## config.mk

```make
export PLATFORM = sky130hd
export DESIGN_NAME = stage_if
export DESIGN_NICKNAME = d
export VERILOG_FILES = /design/src/rtl/stage_if_pkg.sv /design/src/rtl/stage_if_id_reg.sv /design/src/rtl/stage_if.sv
export SDC_FILE = /design/constraint.sdc
export NUM_CORES = 1
export LEC_CHECK = 0
export ABC_CLOCK_PERIOD_IN_PS = 4900
export BUFFER_PORTS_ARGS = -buffer_cell sky130_fd_sc_hd__buf_2
export CORE_MARGIN = 3
export CORE_UTILIZATION = 50
export CTS_CLUSTER_SIZE = 8
export DETAILED_ROUTE_END_ITERATION = 6
export PLACE_DENSITY_LB_ADDON = 0.05
export SETUP_SLACK_MARGIN = 0.15
export SLEW_MARGIN = 20
export SYNTH_ARGS = -nofsm -noshare
export SYNTH_HDL_FRONTEND = slang
export SYNTH_SLANG_ARGS = --single-unit
```

## constraint.sdc

```tcl
create_clock -name clk -period 4.9 [get_ports clk]
set_input_delay 0.49 -clock clk [delete_from_list [all_inputs] [get_ports clk]]
set_output_delay 0.49 -clock clk [all_outputs]
set_load 0.01 [all_outputs]
```

## src/rtl/stage_if_pkg.sv

```systemverilog
// ============================================================================
// Module   : stage_if_pkg
// Purpose  : Shared constants, fetch FSM encodings and field helpers for IF.
// Revision : 1.0
// ============================================================================
`default_nettype none

package stage_if_pkg;

    localparam logic [31:0] c_nop_inst = 32'h0000_0013;
    localparam logic [31:0] c_reset_pc = 32'h0000_0000;

    localparam logic [1:0] c_st_issue   = 2'd0;
    localparam logic [1:0] c_st_wait    = 2'd1;
    localparam logic [1:0] c_st_discard = 2'd2;
    localparam logic [1:0] c_st_hold    = 2'd3;

    localparam int c_rs1_lsb = 15;
    localparam int c_rs2_lsb = 20;

endpackage

`default_nettype wire

```

## src/rtl/stage_if_id_reg.sv

```systemverilog
// ============================================================================
// Module   : stage_if_id_reg
// Purpose  : IF/ID pipeline register: reset > flush > stall > load > bubble.
// Revision : 1.0
// ============================================================================
`default_nettype none

module stage_if_id_reg
    import stage_if_pkg::*;
#(
    parameter int PC_WIDTH       = 32,
    parameter int INST_WIDTH     = 32,
    parameter int REG_ADDR_WIDTH = 5
) (
    input  logic                      clk,
    input  logic                      rst,
    input  logic                      i_flush,
    input  logic                      i_stall,
    input  logic                      i_load,
    input  logic [PC_WIDTH-1:0]       i_load_pc,
    input  logic [INST_WIDTH-1:0]     i_load_inst,
    output logic [PC_WIDTH-1:0]       o_pc,
    output logic [INST_WIDTH-1:0]     o_inst,
    output logic [REG_ADDR_WIDTH-1:0] o_rs1,
    output logic [REG_ADDR_WIDTH-1:0] o_rs2,
    output logic                      o_valid
);

    logic [PC_WIDTH-1:0]       r_pc;
    logic [INST_WIDTH-1:0]     r_inst;
    logic [REG_ADDR_WIDTH-1:0] r_rs1;
    logic [REG_ADDR_WIDTH-1:0] r_rs2;
    logic                      r_valid;

    always_ff @(posedge clk) begin
        if (rst) begin
            r_pc    <= '0;
            r_inst  <= INST_WIDTH'(c_nop_inst);
            r_rs1   <= '0;
            r_rs2   <= '0;
            r_valid <= 1'b0;
        end else if (i_flush) begin
            r_inst  <= INST_WIDTH'(c_nop_inst);
            r_rs1   <= '0;
            r_rs2   <= '0;
            r_valid <= 1'b0;
        end else if (!i_stall) begin
            if (i_load) begin
                r_pc    <= i_load_pc;
                r_inst  <= i_load_inst;
                r_rs1   <= i_load_inst[c_rs1_lsb +: REG_ADDR_WIDTH];
                r_rs2   <= i_load_inst[c_rs2_lsb +: REG_ADDR_WIDTH];
                r_valid <= 1'b1;
            end else begin
                // Bubble: PC keeps its last value, only the payload is cleared
                r_inst  <= INST_WIDTH'(c_nop_inst);
                r_rs1   <= '0;
                r_rs2   <= '0;
                r_valid <= 1'b0;
            end
        end
    end

    assign o_pc    = r_pc;
    assign o_inst  = r_inst;
    assign o_rs1   = r_rs1;
    assign o_rs2   = r_rs2;
    assign o_valid = r_valid;

endmodule

`default_nettype wire

```

## src/rtl/stage_if.sv

```systemverilog
// ============================================================================
// Module   : stage_if
// Purpose  : Instruction fetch: PC, one-outstanding IMEM requests, stall
//            buffer and branch redirect, feeding the IF/ID register.
// Revision : 1.0
// ============================================================================
`default_nettype none

module stage_if
    import stage_if_pkg::*;
#(
    parameter int                 PC_WIDTH       = 32,
    parameter int                 INST_WIDTH     = 32,
    parameter int                 REG_ADDR_WIDTH = 5,
    parameter logic [PC_WIDTH-1:0] RESET_PC      = PC_WIDTH'(c_reset_pc)
) (
    input  logic                      clk,
    input  logic                      reset,
    input  logic                      stall,
    input  logic                      pc_sel,
    input  logic [PC_WIDTH-1:0]       pc_imm,
    output logic                      imem_req,
    output logic [PC_WIDTH-1:0]       imem_addr,
    input  logic                      imem_rvalid,
    input  logic [INST_WIDTH-1:0]     imem_rdata,
    output logic [PC_WIDTH-1:0]       IF_ID_pc,
    output logic [INST_WIDTH-1:0]     IF_ID_inst,
    output logic [REG_ADDR_WIDTH-1:0] IF_ID_rs1,
    output logic [REG_ADDR_WIDTH-1:0] IF_ID_rs2,
    output logic                      IF_ID_valid
);

    logic [1:0]            r_state;
    logic [1:0]            w_state_nxt;
    logic [PC_WIDTH-1:0]   r_pc;
    logic [PC_WIDTH-1:0]   w_pc_nxt;
    logic [PC_WIDTH-1:0]   r_req_pc;
    logic [PC_WIDTH-1:0]   r_buf_pc;
    logic [INST_WIDTH-1:0] r_buf_inst;
    logic                  w_issue;
    logic                  w_buf_capture;
    logic                  w_load;
    logic [PC_WIDTH-1:0]   w_load_pc;
    logic [INST_WIDTH-1:0] w_load_inst;

    // The stall buffer is occupied exactly while in HOLD, so it needs no flag.
    always_comb begin
        w_state_nxt   = r_state;
        w_pc_nxt      = r_pc;
        w_issue       = 1'b0;
        w_buf_capture = 1'b0;
        w_load        = 1'b0;
        w_load_pc     = r_req_pc;
        w_load_inst   = imem_rdata;
        case (r_state)
            c_st_issue: begin
                if (pc_sel) begin
                    w_pc_nxt = pc_imm;
                end else if (!stall) begin
                    w_issue     = 1'b1;
                    w_state_nxt = c_st_wait;
                end
            end
            c_st_wait: begin
                if (pc_sel) begin
                    w_pc_nxt    = pc_imm;
                    w_state_nxt = imem_rvalid ? c_st_issue : c_st_discard;
                end else if (imem_rvalid) begin
                    if (stall) begin
                        w_buf_capture = 1'b1;
                        w_state_nxt   = c_st_hold;
                    end else begin
                        w_load  = 1'b1;
                        w_issue = 1'b1;
                    end
                end
            end
            c_st_discard: begin
                if (pc_sel) begin
                    w_pc_nxt = pc_imm;
                end
                if (imem_rvalid) begin
                    w_state_nxt = c_st_issue;
                end
            end
            c_st_hold: begin
                if (pc_sel) begin
                    w_pc_nxt    = pc_imm;
                    w_state_nxt = c_st_issue;
                end else if (!stall) begin
                    w_load      = 1'b1;
                    w_load_pc   = r_buf_pc;
                    w_load_inst = r_buf_inst;
                    w_state_nxt = c_st_issue;
                end
            end
            default: w_state_nxt = c_st_issue;
        endcase
        if (w_issue) begin
            w_pc_nxt = r_pc + PC_WIDTH'(4);
        end
    end

    always_ff @(posedge clk) begin
        if (reset) begin
            r_state    <= c_st_issue;
            r_pc       <= RESET_PC;
            r_req_pc   <= '0;
            r_buf_pc   <= '0;
            r_buf_inst <= INST_WIDTH'(c_nop_inst);
        end else begin
            r_state <= w_state_nxt;
            r_pc    <= w_pc_nxt;
            if (w_issue) begin
                r_req_pc <= r_pc;
            end
            if (w_buf_capture) begin
                r_buf_pc   <= r_req_pc;
                r_buf_inst <= imem_rdata;
            end
        end
    end

    assign imem_req  = w_issue & ~reset;
    assign imem_addr = r_pc;

    stage_if_id_reg #(
        .PC_WIDTH       (PC_WIDTH),
        .INST_WIDTH     (INST_WIDTH),
        .REG_ADDR_WIDTH (REG_ADDR_WIDTH)
    ) u_if_id_reg (
        .clk         (clk),
        .rst         (reset),
        .i_flush     (pc_sel),
        .i_stall     (stall),
        .i_load      (w_load),
        .i_load_pc   (w_load_pc),
        .i_load_inst (w_load_inst),
        .o_pc        (IF_ID_pc),
        .o_inst      (IF_ID_inst),
        .o_rs1       (IF_ID_rs1),
        .o_rs2       (IF_ID_rs2),
        .o_valid     (IF_ID_valid)
    );

endmodule

`default_nettype wire
```

==> metrics.txt, run 1 <==
number of cells traversed by the worst register-to-register path 7; wire length of the first global-routing pass 34.1 mm; critical path fanouts, max 39; slew margin rel. 42.3%; total number of nets in the final design 1,167; TritonCTS buffer count 17; routed metal-1 wirelength 9.98 mm; setup slack of the worst register-to-register path 2470 ps; power density cells 357 nW/um^2; ratio of routed vias to standard cells 5.39; met2 wire length 9.67 mm; final estimated routing congestion in global placement 0.818; number of search-and-repair iterations in the first detailed-routing pass 5; antenna violations before repair 0; unrepaired setup endpoints after global routing false; max-slew violations 0; number of DRC markers in iteration 0 355; half-perimeter wire length after detailed placement 13.8 mm; f_max 341 MHz; number of instances in the synthesized netlist 971; CP Launch Point r_state[1]$_SDFFE_PP0P_; TritonCTS clock tree yes; count of pins on the block boundary 177; Worst Setup Slack, final 1970 ps; class of the worst hold path in2reg; Die X 135 um; transition time of the tightest slew-check pin 862 ps; number of global-route vias before repair 6,597; arrival time reported for the critical path endpoint 2440 ps; starting density of the core 51.7%; Pleak 3.71 nW; CTS sink cnt 195; Max Cap Viol 0; standard-cell row count 46; gr ovfl total 0; Final min period 2930 ps; worst setup path end imem_req; number of nets produced by synthesis 1,045; fraction of final layout cells with drive strength greater than 1 25.2%; number of different library cells in the post-synthesis netlist 59; startpoint types flip-flop; Post-route DRC 0; Core Area 16,100 um^2; post-route fraction of the period consumed by the critical path 59.9%; mean post-synth cell area 8.59 um^2; largest net degree at the start of global routing 73; DR WL/cell 16.0 um; type of destination of the critical path output pin; sequential cell area fraction in the yosys report 46.8%; fill cell count 1,505; final count of hold timing violations 0; number of setup buffers added after CTS 0; post-route worst hold slack 284 ps; die height 135 um; synthesis-stage register bit count 195; Setup TNS 0 ps; area of the mapped netlist 8340 um^2; count of hold-fix buffers inserted at cts 0; count of cells resized by post-cts repair 0; total global routing track utilization 23.1%; final setup violating endpoints 0; total via count in the routed design 7,126; reg2reg end r_buf_inst[7]$_SDFFE_PP0P_; number of levels the H-tree was split into 4; result of the run finished, final reports clean; clock-pin transition on the worst setup and hold timing paths 70 ps; cell area after layout 9850 um^2; category of the most critical setup path reg2out; Layout area overhead 18.2%; pre-CTS worst setup slack 2310 ps; die area 18,300 um^2; Data required, critical path 4410 ps; r2r startpoint r_state[1]$_SDFFE_PP0P_; post-detailed-route count of antenna-violating nets 0; root buffer selected by CTS sky130_fd_sc_hd__clkbuf_16; Max clock buf depth 2; number of input and output port buffers inserted 176; DRT Wirelength 21.1 mm; clock network latency to the later pin of the worst-skew pair 430 ps; Placement Cell Area 9210 um^2; highest routing layer actually used met4; worst clock skew on the final layout 10.2 ps; routed length on met3 1.24 mm; Max IR drop VDD 0.261 mV; Syn. warnings 0
cell usage in the layout, fill, tap and decap left out, types with 17 or more instances in the layout:
cell type	count
sky130_fd_sc_hd__nand2_1	225
sky130_fd_sc_hd__dfxtp_1	195
sky130_fd_sc_hd__buf_2	175
sky130_fd_sc_hd__a21oi_1	112
sky130_fd_sc_hd__nor2_1	82
sky130_fd_sc_hd__a211oi_1	40
sky130_fd_sc_hd__mux2i_1	37
sky130_fd_sc_hd__mux2_2	29
sky130_fd_sc_hd__a22oi_1	29
sky130_fd_sc_hd__clkbuf_16	17
Yosys cell counts (all sizes together):
master | count | share of area, %
a31oi | 3 | 0.23
o21a | 2 | 0.18
or3 | 4 | 0.36
clkbuf | 37 | 1.7
a21oi | 113 | 6.9
or2 | 3 | 0.23
xnor2 | 6 | 0.63
and3 | 6 | 0.47
nand3 | 14 | 1.0
o21ai | 6 | 0.36
a311oi | 2 | 0.21
dfxtp | 195 | 47
nand4b | 1 | 0.11
a211oi | 43 | 4.1
and2 | 1 | 0.075
o22ai | 3 | 0.30
a21boi | 1 | 0.090
inv | 10 | 0.45
a221oi | 1 | 0.11
mux2i | 37 | 4.4
nand3b | 3 | 0.27
ha | 5 | 0.75
o311ai | 3 | 0.32
o2111ai | 1 | 0.11
nand2b | 2 | 0.15
nand4 | 13 | 1.4
o211ai | 3 | 0.27
xor2 | 13 | 1.4
a32oi | 2 | 0.21
a22oi | 29 | 2.6
mux2 | 29 | 3.9
nand2 | 226 | 10
nor3b | 2 | 0.18
nor4 | 3 | 0.59
o32ai | 2 | 0.30
buf | 48 | 3.2
nor2 | 83 | 3.8
nor4b | 1 | 0.18
nor3 | 15 | 1.5
how the worst min path moves through the flow:
stage	startpoint	end	slack (ps)	cells past startpoint
floorplan	r_buf_inst[10]$_SDFFE_PP0P_	r_buf_inst[10]$_SDFFE_PP0P_	430	2
global placement	r_buf_inst[3]$_SDFFE_PP0P_	r_buf_inst[3]$_SDFFE_PP0P_	440	2
detailed placement	r_buf_inst[30]$_SDFFE_PP0P_	r_buf_inst[30]$_SDFFE_PP0P_	440	2
CTS	pc_imm[28]	imem_addr[28]$_SDFFE_PP0P_	270	3
global route	imem_rdata[17]	r_buf_inst[17]$_SDFFE_PP0P_	300	3
finish	pc_imm[28]	imem_addr[28]$_SDFFE_PP0P_	280	3
routing by layer:
layer	GRT usage, %	up-vias
li1	-	3583
met1	32.8	3314
met2	36.3	210
met3	4.75	19
met4	5.77	0
met5	0	-
state kept, by name (all words and copies together), names as in the netlist:
| register | cells |
|---|---|
| imem_addr | 32 |
| r_req_pc | 32 |
| r_buf_pc | 32 |
| r_state | 2 |
| u_if_id_reg.o_inst | 24 |
| u_if_id_reg.o_rs1 | 4 |
| u_if_id_reg.o_pc | 32 |
| u_if_id_reg.o_valid | 1 |
| u_if_id_reg.o_rs2 | 4 |
| r_buf_inst | 32 |
through the flow:
stage                     cells  power [mW]  util, %
final                      1322        3.52     61.1
after global routing       1321        3.65     61.1
after CTS                  1321        3.54     61.1
after detailed placement   1290        2.05     57.2
after global placement     1290        2.05     57.2
after floorplan             971        1.92        -
critical path, stage by stage (launching register included):
cell	delay, ps
sky130_fd_sc_hd__dfxtp_1	350
sky130_fd_sc_hd__inv_1	90
sky130_fd_sc_hd__ha_1	340
sky130_fd_sc_hd__a21oi_4	170
sky130_fd_sc_hd__nor3_4	120
sky130_fd_sc_hd__buf_4	410
sky130_fd_sc_hd__nand2b_1	240
sky130_fd_sc_hd__inv_1	150
sky130_fd_sc_hd__buf_2	140
cell type report:
cell class                 instances  area [um^2]  area share, %
inverter                          10         37.5          0.381
tap                              216          270           2.74
sequential                       195         3900           39.6
timing repair buffer             188          973           9.88
multi-input combinational        681         4030           40.9
antenna                            1         2.50         0.0254
clock buffer                      20          467           4.74
clock inverter                    11          174           1.77
logic make-up after synthesis:
kind of cell	Yosys count	synth area share, %
simple gates	377	20.5
mux	66	8.36
xor+xnor	19	2.00
compound gates	214	16.3
buf+inv	95	5.30
flops	195	46.8
fa+ha+maj	5	0.750
report_power, final:
group / total, mW / switching, mW / internal (mW)
clock: 1.51 / 0.610 / 0.899
combinational: 0.328 / 0.208 / 0.120
sequential: 1.68 / 0.0511 / 1.63
total: 3.52 / 0.869 / 2.65
Note: power is estimated with default switching activity, not from simulation.
==> run 2, diff against run 1 <==
--- a/config.mk
+++ b/config.mk
@@ -5,7 +5,7 @@
 export SDC_FILE = /design/constraint.sdc
 export NUM_CORES = 1
 export LEC_CHECK = 0
-export ABC_CLOCK_PERIOD_IN_PS = 4900
+export ABC_CLOCK_PERIOD_IN_PS = 2700
 export BUFFER_PORTS_ARGS = -buffer_cell sky130_fd_sc_hd__buf_2
 export CORE_MARGIN = 3
 export CORE_UTILIZATION = 50
==> constraint.sdc (replaced) <==
create_clock -name clk -period 2.7 [get_ports clk]
set_input_delay 0.27 -clock clk [delete_from_list [all_inputs] [get_ports clk]]
set_output_delay 0.27 -clock clk [all_outputs]
set_load 0.01 [all_outputs]
==> metrics.txt, run 2 (synthesis results as in run 1) <==
result of the run finished, final reports clean; standard-cell row count 46 (unchanged); number of cells traversed by the worst register-to-register path 7 (unchanged); startpoint types flip-flop; TritonCTS buffer count 17 (unchanged); startpoint of the most critical hold path imem_rdata[0]; transition time of the tightest slew-check pin 763 ps (-98.7 ps); starting density of the core 51.7% (unchanged); TritonCTS clock tree yes; post-route worst hold slack 67.8 ps (-216 ps); number of setup buffers added after CTS 0 (unchanged); total global routing track utilization 22.8% (-0.36 points); die height 135 um (unchanged); post-route fraction of the period consumed by the critical path 89.7%; class of the worst hold path in2reg; reg2reg end r_req_pc[8]$_SDFFE_PP0P_; Post-route DRC 0 (unchanged); DRT Wirelength 21.2 mm (+0.26%); most frequent cells in the layout sky130_fd_sc_hd__nand2_1, sky130_fd_sc_hd__dfxtp_1, sky130_fd_sc_hd__buf_2; number of search-and-repair iterations in the first detailed-routing pass 7 (+2); max-slew violations 0 (unchanged); gr ovfl total 0 (unchanged); clock network latency to the later pin of the worst-skew pair 430 ps (about the same); category of the most critical setup path reg2out; slew margin rel. 49.1% (+6.9 points); Layout area overhead 19.1%; DR WL/cell 15.9 um (-0.35%); antenna violations before repair 2 (+2); number of DRC markers in iteration 0 410 (+15%); wire length of the first global-routing pass 33.4 mm (-2.3%); worst clock skew on the final layout 12.0 ps (+1.79 ps); Core Area 16,100 um^2 (unchanged); cells along the critical path inv_1 > ha_1 > a21oi_4 > nor3_4 > nand2b_1 > inv_1 > buf_2; count of pins on the block boundary 177 (unchanged); cell with the most instances on the worst path sky130_fd_sc_hd__inv_1; number of levels the H-tree was split into 4 (unchanged); count of hold-fix buffers inserted at cts 0 (unchanged); final count of hold timing violations 0 (unchanged); Max clock buf depth 2 (unchanged); arrival time reported for the critical path endpoint 2150 ps (-290 ps); Final min period 2420 ps; r2r startpoint r_state[1]$_SDFFE_PP0P_; number of global-route vias before repair 6,221 (-5.7%); slowest stage cell, crit path sky130_fd_sc_hd__dfxtp_1; fraction of final layout cells with drive strength greater than 1 25.7% (+0.51 points); root buffer selected by CTS sky130_fd_sc_hd__clkbuf_16; end point of the worst hold path r_buf_inst[0]$_SDFFE_PP1P_; unrepaired setup endpoints after global routing false; clock-pin transition on the worst setup and hold timing paths 60 ps (about the same); final estimated routing congestion in global placement 0.870 (+6.2%); Setup TNS 0 ps (unchanged); Die X 135 um (unchanged); Worst Hold Path Cells 3 (unchanged); largest net degree at the start of global routing 92 (+26%); number of input and output port buffers inserted 176 (unchanged); total number of nets in the final design 1,176 (+0.77%); critical path fanouts, max 10 (-74%); count of cells resized by post-cts repair 0 (unchanged); Pleak 3.75 nW (+1.1%); Worst Setup Slack, final 279 ps (-1690 ps); Largest stage delay, worst path 410 ps (about the same); post-detailed-route count of antenna-violating nets 0 (unchanged); Data required, critical path 2430 ps (-1980 ps); power density cells 637 nW/um^2 (+78%); fill cell count 1,483 (-1.5%); half-perimeter wire length after detailed placement 14.0 mm (+1.9%); pre-CTS worst setup slack 465 ps (-1850 ps); type of destination of the critical path output pin; ratio of routed vias to standard cells 5.36 (-0.62%); setup slack of the worst register-to-register path 470 ps (-2000 ps); count of inserted antenna diode cells 0 (-1); f_max 413 MHz; power after layout 6.33 mW (+80%); most frequent standard cell in the layout excluding fill and tap cells sky130_fd_sc_hd__nand2_1; Max IR drop VDD 0.461 mV (+77%); total via count in the routed design 7,125 (-0.014%); die area 18,300 um^2 (unchanged); final setup violating endpoints 0 (unchanged); CTS sink cnt 195 (unchanged); Max Cap Viol 0 (unchanged)
[run 2: cell types whose count changed in the layout (fill, tap and decap cells not counted)]
cell and delta:
sky130_fd_sc_hd__buf_12 +2, sky130_fd_sc_hd__buf_4 +7, sky130_fd_sc_hd__bufinv_16 -1, sky130_fd_sc_hd__clkbuf_1 +1, sky130_fd_sc_hd__clkbuf_8 +1, sky130_fd_sc_hd__clkinv_2 -2
sky130_fd_sc_hd__clkinvlp_4 +1, sky130_fd_sc_hd__diode_2 -1
[run 2: cell type report]
class	instances	area, um^2	area share (%)
Multi-Input combinational cell	681	4030	40.5
Inverter	10	37.5	0.378
Clock inverter	9	141	1.42
Sequential cell	195	3900	39.3
Timing Repair Buffer	197	1070	10.7
Clock buffer	22	484	4.88
Tap cell	216	270	2.72
[run 2: metal layers]
metal	up-vias	part of all wire, %	GRT usage [%]
li1	3590	-	-
met1	3337	48	32.9
met2	174	46	35.1
met3	20	5.5	4.57
met4	4	0.84	5.77
met5	-	0.066	0
[run 2: worst max-delay path by stage]
| stage | startpoint | end | slack [ps] | depth (start not counted) |
|---|---|---|---|---|
| 5_1_grt | r_state[1]$_SDFFE_PP0P_ | imem_req | 150 | 7 |
| 6_report | r_state[1]$_SDFFE_PP0P_ | imem_req | 280 | 7 |
| 4_1_cts | r_state[1]$_SDFFE_PP0P_ | imem_req | 200 | 7 |
| 2_1_floorplan | r_state[1]$_SDFFE_PP0P_ | u_if_id_reg.o_inst[25]$_SDFFE_PP0N_ | 940 | 6 |
| 3_5_place_dp | r_state[1]$_SDFFE_PP0P_ | r_req_pc[8]$_SDFFE_PP0P_ | 460 | 7 |
| 3_3_place_gp | r_state[1]$_SDFFE_PP0P_ | r_req_pc[0]$_SDFFE_PP0P_ | 540 | 7 |
[run 2: per-stage QoR]
step | area [um^2] | util (%) | std cells
after floorplan | 8340 | - | 971
after global placement | 9290 | 57.6 | 1297
after detailed placement | 9290 | 57.6 | 1297
after CTS | 9910 | 61.5 | 1328
after global routing | 9930 | 61.6 | 1330
final | 9930 | 61.6 | 1330
[run 2: report_power, final]
part / leakage [nW] / switching [mW] / total, mW / internal, mW
registers: 1.58 / 0.0941 / 3.06 / 2.96
logic: 1.87 / 0.376 / 0.610 / 0.234
clock network: 0.297 / 1.10 / 2.66 / 1.57
total: 3.75 / 1.57 / 6.33 / 4.76
[run 2: critical path, delay by kind of cell, from the launching register on]
family / cells / cell delay (ps)
AOI/OAI and AO/OA: 1 / 360
DFF: 1 / 410
adders and majority gates: 1 / 300
and+or+nand+nor: 2 / 310
buffers and inverters: 3 / 350
